### src/rtl/uart_rx_with_buffer.sv
// ---------------------------------------------------------------------------
// uart_rx_with_buffer
//
// 8N1 UART receiver feeding a show-ahead receive FIFO.
//
// Frames are detected on a two-flop synchronized copy of rx. Each bit is
// sampled in the middle of its bit time. Good bytes are pushed into the
// FIFO. A byte whose stop bit is low is discarded and raises frame_err.
//
// Parameters
//   CLK_PER_BIT : clk cycles per serial bit
//   DEPTH       : FIFO depth in bytes (power of two, 2..128)
//
// Ports
//   clk       : system clock, all state on its rising edge
//   rst       : asynchronous active-high reset
//   rx        : serial input, idle high, asynchronous to clk
//   rd_en     : pop the head byte (ignored while empty)
//   clr_err   : clear the sticky error flags
//   rd_data   : head byte (show-ahead), 8'h00 while empty
//   empty     : FIFO holds no bytes
//   full      : FIFO holds DEPTH bytes
//   count     : number of bytes held
//   overflow  : sticky, a received byte was dropped because the FIFO was full
//   frame_err : sticky, a stop bit was sampled low
// ---------------------------------------------------------------------------
module uart_rx_with_buffer #(
    parameter int CLK_PER_BIT = 10416,
    parameter int DEPTH       = 16
) (
    input  logic                     clk,
    input  logic                     rst,
    input  logic                     rx,
    input  logic                     rd_en,
    input  logic                     clr_err,
    output logic [7:0]               rd_data,
    output logic                     empty,
    output logic                     full,
    output logic [$clog2(DEPTH):0]   count,
    output logic                     overflow,
    output logic                     frame_err
);

    localparam int AW = $clog2(DEPTH);
    localparam int CW = $clog2(CLK_PER_BIT);

    localparam logic [CW-1:0] HALF_LOAD = CW'(CLK_PER_BIT / 2 - 1);
    localparam logic [CW-1:0] FULL_LOAD = CW'(CLK_PER_BIT - 1);
    localparam logic [AW:0]   DEPTH_CNT = (AW + 1)'(DEPTH);

    localparam logic [2:0] IDLE      = 3'd0;
    localparam logic [2:0] START     = 3'd1;
    localparam logic [2:0] DATA      = 3'd2;
    localparam logic [2:0] STOP      = 3'd3;
    localparam logic [2:0] WAIT_HIGH = 3'd4;

    // -----------------------------------------------------------------------
    // Input synchronizer. It resets to the idle level so that a reset never
    // looks like a start bit.
    // -----------------------------------------------------------------------
    logic rx_meta_reg;
    logic rx_s;

    always_ff @(posedge clk or posedge rst) begin
        if (rst) begin
            rx_meta_reg <= 1'b1;
            rx_s        <= 1'b1;
        end else begin
            rx_meta_reg <= rx;
            rx_s        <= rx_meta_reg;
        end
    end

    // -----------------------------------------------------------------------
    // Receiver FSM
    // -----------------------------------------------------------------------
    logic [2:0]    state_reg;
    logic [CW-1:0] cnt_reg;
    logic [2:0]    bit_idx_reg;
    logic [7:0]    data_reg;

    logic sample;
    logic push;
    logic frame_set;

    // The sample point is the single cycle in which the bit counter is zero.
    assign sample    = (cnt_reg == '0);
    assign push      = (state_reg == STOP) && sample && rx_s;
    assign frame_set = (state_reg == STOP) && sample && !rx_s;

    always_ff @(posedge clk or posedge rst) begin
        if (rst) begin
            state_reg   <= IDLE;
            cnt_reg     <= '0;
            bit_idx_reg <= '0;
            data_reg    <= '0;
        end else begin
            case (state_reg)
                IDLE: begin
                    if (!rx_s) begin
                        state_reg <= START;
                        cnt_reg   <= HALF_LOAD;
                    end
                end
                START: begin
                    if (sample) begin
                        cnt_reg <= FULL_LOAD;
                        if (!rx_s) begin
                            state_reg   <= DATA;
                            bit_idx_reg <= '0;
                        end else begin
                            // Start bit gone high again by mid-bit: treat it as a glitch.
                            state_reg <= IDLE;
                        end
                    end else begin
                        cnt_reg <= cnt_reg - 1'b1;
                    end
                end
                DATA: begin
                    if (sample) begin
                        cnt_reg               <= FULL_LOAD;
                        data_reg[bit_idx_reg] <= rx_s;
                        bit_idx_reg           <= bit_idx_reg + 1'b1;
                        if (bit_idx_reg == 3'd7) begin
                            state_reg <= STOP;
                        end
                    end else begin
                        cnt_reg <= cnt_reg - 1'b1;
                    end
                end
                STOP: begin
                    if (sample) begin
                        cnt_reg   <= FULL_LOAD;
                        state_reg <= rx_s ? IDLE : WAIT_HIGH;
                    end else begin
                        cnt_reg <= cnt_reg - 1'b1;
                    end
                end
                WAIT_HIGH: begin
                    // A line stuck low (break) must not be taken for a new
                    // start bit; resume only after it returns to idle.
                    if (rx_s) begin
                        state_reg <= IDLE;
                    end
                end
                default: begin
                    state_reg <= IDLE;
                end
            endcase
        end
    end

    // -----------------------------------------------------------------------
    // Receive FIFO
    // -----------------------------------------------------------------------
    logic [7:0]    mem [DEPTH];
    logic [AW-1:0] wr_ptr_reg;
    logic [AW-1:0] rd_ptr_reg;
    logic [AW:0]   count_reg;
    logic [AW:0]   count_next;

    logic pop;
    logic push_accept;
    logic overflow_set;
    logic overflow_reg;
    logic frame_err_reg;

    assign empty = (count_reg == '0);
    assign full  = (count_reg == DEPTH_CNT);
    assign count = count_reg;

    assign pop          = rd_en && !empty;
    // When full, a same-cycle pop frees the slot this push will occupy.
    assign push_accept  = push && (!full || rd_en);
    assign overflow_set = push && full && !rd_en;

    always_comb begin
        count_next = count_reg;
        case ({push_accept, pop})
            2'b10:   count_next = count_reg + 1'b1;
            2'b01:   count_next = count_reg - 1'b1;
            default: count_next = count_reg;
        endcase
    end

    always_ff @(posedge clk or posedge rst) begin
        if (rst) begin
            wr_ptr_reg <= '0;
            rd_ptr_reg <= '0;
            count_reg  <= '0;
        end else begin
            if (push_accept) begin
                wr_ptr_reg <= wr_ptr_reg + 1'b1;
            end
            if (pop) begin
                rd_ptr_reg <= rd_ptr_reg + 1'b1;
            end
            count_reg <= count_next;
        end
    end

    // Storage carries no reset; only the pointers define what is valid.
    always_ff @(posedge clk) begin
        if (push_accept) begin
            mem[wr_ptr_reg] <= data_reg;
        end
    end

    assign rd_data = empty ? 8'h00 : mem[rd_ptr_reg];

    // -----------------------------------------------------------------------
    // Sticky error flags: a set event in the same cycle beats clr_err.
    // -----------------------------------------------------------------------
    always_ff @(posedge clk or posedge rst) begin
        if (rst) begin
            overflow_reg  <= 1'b0;
            frame_err_reg <= 1'b0;
        end else begin
            if (overflow_set) begin
                overflow_reg <= 1'b1;
            end else if (clr_err) begin
                overflow_reg <= 1'b0;
            end
            if (frame_set) begin
                frame_err_reg <= 1'b1;
            end else if (clr_err) begin
                frame_err_reg <= 1'b0;
            end
        end
    end

    assign overflow  = overflow_reg;
    assign frame_err = frame_err_reg;

endmodule

### config.mk
export PLATFORM = sky130hd
export DESIGN_NAME = uart_rx_with_buffer
export DESIGN_NICKNAME = d
export VERILOG_FILES = /design/src/rtl/uart_rx_with_buffer.sv
export SDC_FILE = /design/constraint.sdc
export NUM_CORES = 1
export LEC_CHECK = 0
export ABC_AREA = 1
export BUFFER_PORTS_ARGS = -buffer_cell sky130_fd_sc_hd__buf_2
export CORE_UTILIZATION = 40
export DETAILED_ROUTE_END_ITERATION = 10
export PLACE_DENSITY_LB_ADDON = 0.1
export SLEW_MARGIN = 20
export SYNTH_ARGS = -nofsm -noshare
export SYNTH_HDL_FRONTEND = slang
export SYNTH_SLANG_ARGS = --single-unit
### constraint.sdc
create_clock -name clk -period 5.5 [get_ports clk]
set_clock_uncertainty 0.1 [all_clocks]
set_input_delay 0.55 -clock clk [delete_from_list [all_inputs] [get_ports clk]]
set_output_delay 0.55 -clock clk [all_outputs]
set_load 0.02 [all_outputs]
# After elaboration in Yosys (flattened, before gate mapping)
# Memory sizes are Yosys's and may differ from the RTL's.
# Cells that the tools add are included.
[classes] magnitude_cmp=2 mux=26 add_sub_neg=6 reduce_logical=26 n_eq_ne=15
[ops] cell="3-bit two-way mux" count=10
[ops] cell="14-bit two-way mux" count=2
[ops] cell="14-bit case mux with 2 select lines" count=1
[ops] cell="3-bit case mux with 5 select lines" count=1
[ops] cell="14-bit zero test" count=1
[ops] cell="2-bit != test, second input constant" count=7
[ops] cell="14-bit by 1-bit subtractor with 14-bit output, second input constant" count=1
[ops] cell="5-bit case mux with 2 select lines" count=1
[ops] cell="2-bit nonzero test" count=5
[ops] cell="4-bit by 1-bit adder with 4-bit output, second input constant" count=2
[ops] cell="8-bit bitwise mux" count=1
[ops] cell="1-bit logical AND" count=8
[ops] cell="8-bit two-way mux" count=1
[ops] cell="3-bit by 2-bit equality test with 1-bit output, second input constant" count=2
[ops] cell="3-bit equality test, second input constant" count=2
[ops] cell="1-bit two-way mux" count=6
[ops] cell="3-bit case mux with 2 select lines" count=1
[ops] cell="6-bit AND reduction" count=1
[ops] cell="5-bit by 1-bit adder with 5-bit output, second input constant" count=1
[ops] cell="5-bit equality test, second input constant" count=1
[ops] cell="5-bit zero test" count=1
[ops] cell="5-bit by 1-bit subtractor with 5-bit output, second input constant" count=1
[ops] cell="1-bit zero test" count=4
[ops] cell="3-bit by 4-bit < comparator with 1-bit output, second input constant" count=1
[ops] cell="12 further kinds" count=13
[word_totals] mem_bits_rw=128 output_inout_bits=17 mem_count=1 regBits=45
[mem_list] name="mem" depth=16 word_bits=8 rd=1 rd_ports_with_merged_regs=0 wr=1 line_no="156" source="logic [7:0] mem [DEPTH];"

# Longest topological paths before layout
[depth] depth_word=6 ltp_mapped=20 depth_no_buf=19

# Least setup slack after synthesis
# OpenSTA, ideal clock, no wires.
[synth_timing] kind="register to register" from="register count_reg[0], in the netlist count[0]" to="register count_reg[4], in the netlist count[4]" arrival_time_ns=2.375 t_required_ns=5.283 n_path_buf=1 stages_incl_launch_ff=19 path_slack_ns=2.909 period_less_slack_ns=2.591 cell_sequence="dfrtp_1 nor2_1 nand2_1 nor2_4 inv_1 nand2_1 inv_2 ha_1 clkbuf_1 nor2_1 nor2_1 ha_1 a21o_1 nand3_1 nand2_1 nand2_1 nand2_1 nand2_1 nand2_1"
[synth_via] word_cells_on_any_way=13 classes_between="2 x add/sub; 3 x eq/ne; 1 x mux; 7 x reduce/logical"
[synth_lines] item="start, declared" line_no="159" source="logic [AW:0] count_reg;"
[synth_lines] item="start signal, assigned" line_no="198" source="count_reg <= count_next;"
[synth_lines] item="5-bit zero test *" line_no="168" source="assign empty = (count_reg == '0);"
[synth_lines] item="net empty" line_no="37" source="output logic empty,"
[synth_lines] item="1-bit zero test *" line_no="172" source="assign pop = rd_en && !empty;"
[synth_lines] item="1-bit logical AND *" line_no="172"
[synth_lines] item="net pop" line_no="162" source="logic pop;"
[synth_lines] item="2-bit by 1-bit equality test with 1-bit output / 2-bit equality test (equally long branches)" line_no="179" source="case ({push_accept, pop})"
[synth_lines] item="5-bit case mux with 2 select lines / 2-bit nonzero test (equally long branches)"
# The timed path passes the listed nets; every way through them passes the cells marked *.
# A chain may end at the register's enable or synchronous reset.

# Worst setup path in the final report
[layout_timing] from="register rd_ptr_reg[0]" to="output port rd_data[3]"
[layout_via] elab_chain_len=2
[layout_lines] item="start, declared" line_no="158" source="logic [AW-1:0] rd_ptr_reg;"
[layout_lines] item="start signal, assigned" line_no="196" source="rd_ptr_reg <= rd_ptr_reg + 1'b1;"
[layout_lines] item="memory read 16 x 8 bit"
[layout_lines] item="8-bit two-way mux" line_no="209" source="assign rd_data = empty ? 8'h00 : mem[rd_ptr_reg];"
[layout_lines] item="end, declared" line_no="36" source="output logic [7:0] rd_data,"
# Every way passes these cells.

==> impl_results.md <==
- RSZ-0062 raised after global routing: no
- Cell Area, Placed: 8230 um^2
- Syn. warnings: 0
- Post-Syn Instances: 788
- CP Class: flip-flop to output port
- Worst-Margin Slew: 0.859 ns
- CTS clk-pin slew, worst paths: 0.07 ns
- Hold Path Class: input port to flip-flop
- Drt first-iter violations: 560
- Fill count: 1837
- Post-CTS Setup Bufs: 0
- Via/cell ratio: 5.12
- FFs w/ async S/R, synth: 26.0%
- CP cell instances: buf_4 > nand2_1 > nand3_1 > nand3_1 > nand2_1 > nand2_1 > a21oi_1 > buf_2
- Die Ht: 143 um
- # hold bufs at CTS: 0
- Leakage Power: 3.75 nW
- Number of flops mapped to enable cells by yosys: 128
- Routed WL: 18800 um
- Core footprint: 19500 um^2
- Most frequent cell on the critical path: nand2_1
- GRT Residual Overflow: 0
- # Max-Cap Violations: 0
- Worst setup SP type: flip-flop
- Post-CTS sizing: 0
- Final Slew Violations: 0
- Vias in the first global route: 5304
- Initial antenna violation count: 0
- Pwr dens: 414 nW/um^2
- Sum Neg Setup Slack: 0 ns
- Post-Syn Nets: 805
- IO Pins: 22
- Gpl congestion: 0.816
- Starting density of the core: 40.7%
- Die width: 143 um
- Hold violation count in the final report: 0
- Top cells by area, synth: edfxtp_1 (49%), dfrtp_1 (14%), nand2_1 (12%)
- WP data arrival: 2.61 ns
- Primary FF master, synth: edfxtp_1
- Vias: 5519
- Worst-path maximum fanout: 36
- Clk_lat worst skew: 0.43 ns
- Wire per inst: 17.4 um
- Rows: 51
- Synth area leader: edfxtp_1
- Syn_area_per_cell: 10.1 um^2
- Final WS setup: 2.24 ns
- First-pass GRT wire length: 30000 um
- Number of CTS-inserted buffers: 17
- Status: complete, no violations
- Root Buffer: clkbuf_16
- CTS tree: done
- Post-Layout Cell Count: 1077
- VDD IR-drop max: 0.223 mV
- Synth top area share: 48.5%
- Cell area after synthesis: 7930 um^2
- All-Layer GR Usage: 19.9%
- Fin area: 8800 um^2
- H-Tree Depth: 4
- CP peak stage delay: 0.81 ns
- DIE AREA: 20400 um^2
- Post-route minimum period: 3.26 ns
- Antenna Violating Nets Remaining: 0
- Register area: 4970 um^2
- Port Buffers: 21
- Final routed DRC violation total: 0
- Synth unique cells: 36
- Multi-input gate area: 2610 um^2
- Iteration count of the initial detailed-routing pass: 5
- Dpl hpwl: 12500 um
- # clock sinks: 173
- Max stage delay cell, worst path: dfrtp_2
- Data required, critical path: 4.85 ns
- Layout cells sized above 1: 11.5%
- Nets: 816
- Antenna diodes: 0
- CP endpoint kind: output port
- Fmax: 306 MHz
- CTS Buffer Depth: 2
- # setup viols final: 0
- Cell count after placement: 1045
- Register area share after synthesis: 62.7%
- Pre-CTS WS: 2.65 ns
- Max FFs per register: 128
- Pwr Total: 3.64 mW
- Max_slew headroom: 42.5%
- Largest net degree at the start of global routing: 46
- #FFs+latches synth: 173
- Area Growth Syn to Fin: 11.1%
- Final worst path period share: 59.3%
cell usage in the layout (no fill, tap or decap), types with 3 or more instances in the layout:
master	n
buf_2	21
dfrtp_1	42
xor2_1	9
inv_2	3
nand4_1	12
nand2_2	3
nor2_1	45
inv_1	39
inv_8	7
o22ai_1	3
nor2_4	5
nand3_1	126
clkinv_1	3
edfxtp_1	128
a21oi_1	14
nor2_2	9
buf_4	5
o21ai_0	18
nand2_4	4
clkbuf_16	17
ha_1	12
nand2_1	259
inv_6	4
layer usage:
metal | vias up | global-route usage (%) | wire length (um)
li1 | 2677 | - | -
met3 | 22 | 3.69 | 922
met5 | - | 0 | 0
met2 | 163 | 32.3 | 8930
met4 | 0 | 5.32 | 268
met1 | 2657 | 27.5 | 8660
synthesized netlist by cell type, types with 2 or more instances:
cell,n
xor2_1,9
nand4_1,12
nand2_4,4
buf_2,20
clkinv_1,2
nand3_4,2
nand2_1,259
inv_2,3
o21ai_0,18
inv_1,41
dfrtp_1,43
nor2_1,45
buf_1,3
nand3_1,126
o22ai_1,3
nor2_4,5
dfstp_2,2
nand2_2,3
clkbuf_1,9
nor2_8,2
ha_1,12
edfxtp_1,128
nor2_2,9
nand3b_1,2
buf_6,2
a21oi_1,14
critical path: cells and delay by family, from the launching register on:
kind	cells	cell delay (ns)
flops	1	0.81
compound gates	1	0.18
simple gates	5	0.51
buf+inv	2	0.66
through the flow:
stage / utilization, % / hold WS [ns]
3_3_place_gp: 42.3 / 0.256
3_5_place_dp: 42.3 / 0.250
6_report: 45.2 / 0.122
4_1_cts: 45.2 / 0.0997
5_1_grt: 45.2 / 0.100
2_1_floorplan: - / 0.245
final cells by class:
type,instances,area share (%)
Inverter,46,1.98
Clock buffer,17,4.83
Tap cell,265,3.77
Multi-Input combinational cell,535,29.7
Clock inverter,15,1.63
Timing Repair Buffer,26,1.62
Sequential cell,173,56.5
cells by family (layout without fill, tap and decap cells):
logic type | count (synthesis) | count (layout) | share of synthesized area, %
simple gates | 471 | 471 | 26.9
buf+inv | 80 | 104 | 4.29
fa+ha+maj | 12 | 12 | 1.89
compound gates | 41 | 41 | 2.83
flops | 173 | 173 | 62.7
xor+xnor | 11 | 11 | 1.31
report_power, final:
part / switching, mW / total (mW) / leakage [nW] / internal (mW)
Clock: 0.561 / 1.17 / 0.282 / 0.606
Sequential: 0.114 / 1.54 / 2.05 / 1.42
Combinational: 0.662 / 0.941 / 1.42 / 0.278
path summary, 6_finish.rpt:
| check | end | start | depth (start not counted) | slack (ns) |
|---|---|---|---|---|
| max in group asynchronous | rd_ptr_reg[0]$_DFFE_PP0P_ | rst | 2 | 4.58 |
| min | rx_meta_reg$_DFF_PP1_ | rx | 1 | 0.12 |
| max | rd_data[3] | rd_ptr_reg[0]$_DFFE_PP0P_ | 8 | 2.24 |
| min reg2reg | rx_s$_DFF_PP1_ | rx_meta_reg$_DFF_PP1_ | 0 | 0.26 |
| min in group asynchronous | count[4]$_DFFE_PP0P_ | rst | 2 | 0.16 |
| max reg2reg | count[4]$_DFFE_PP0P_ | rx_s$_DFF_PP1_ | 16 | 2.67 |
(Power assumes the default switching activity.)
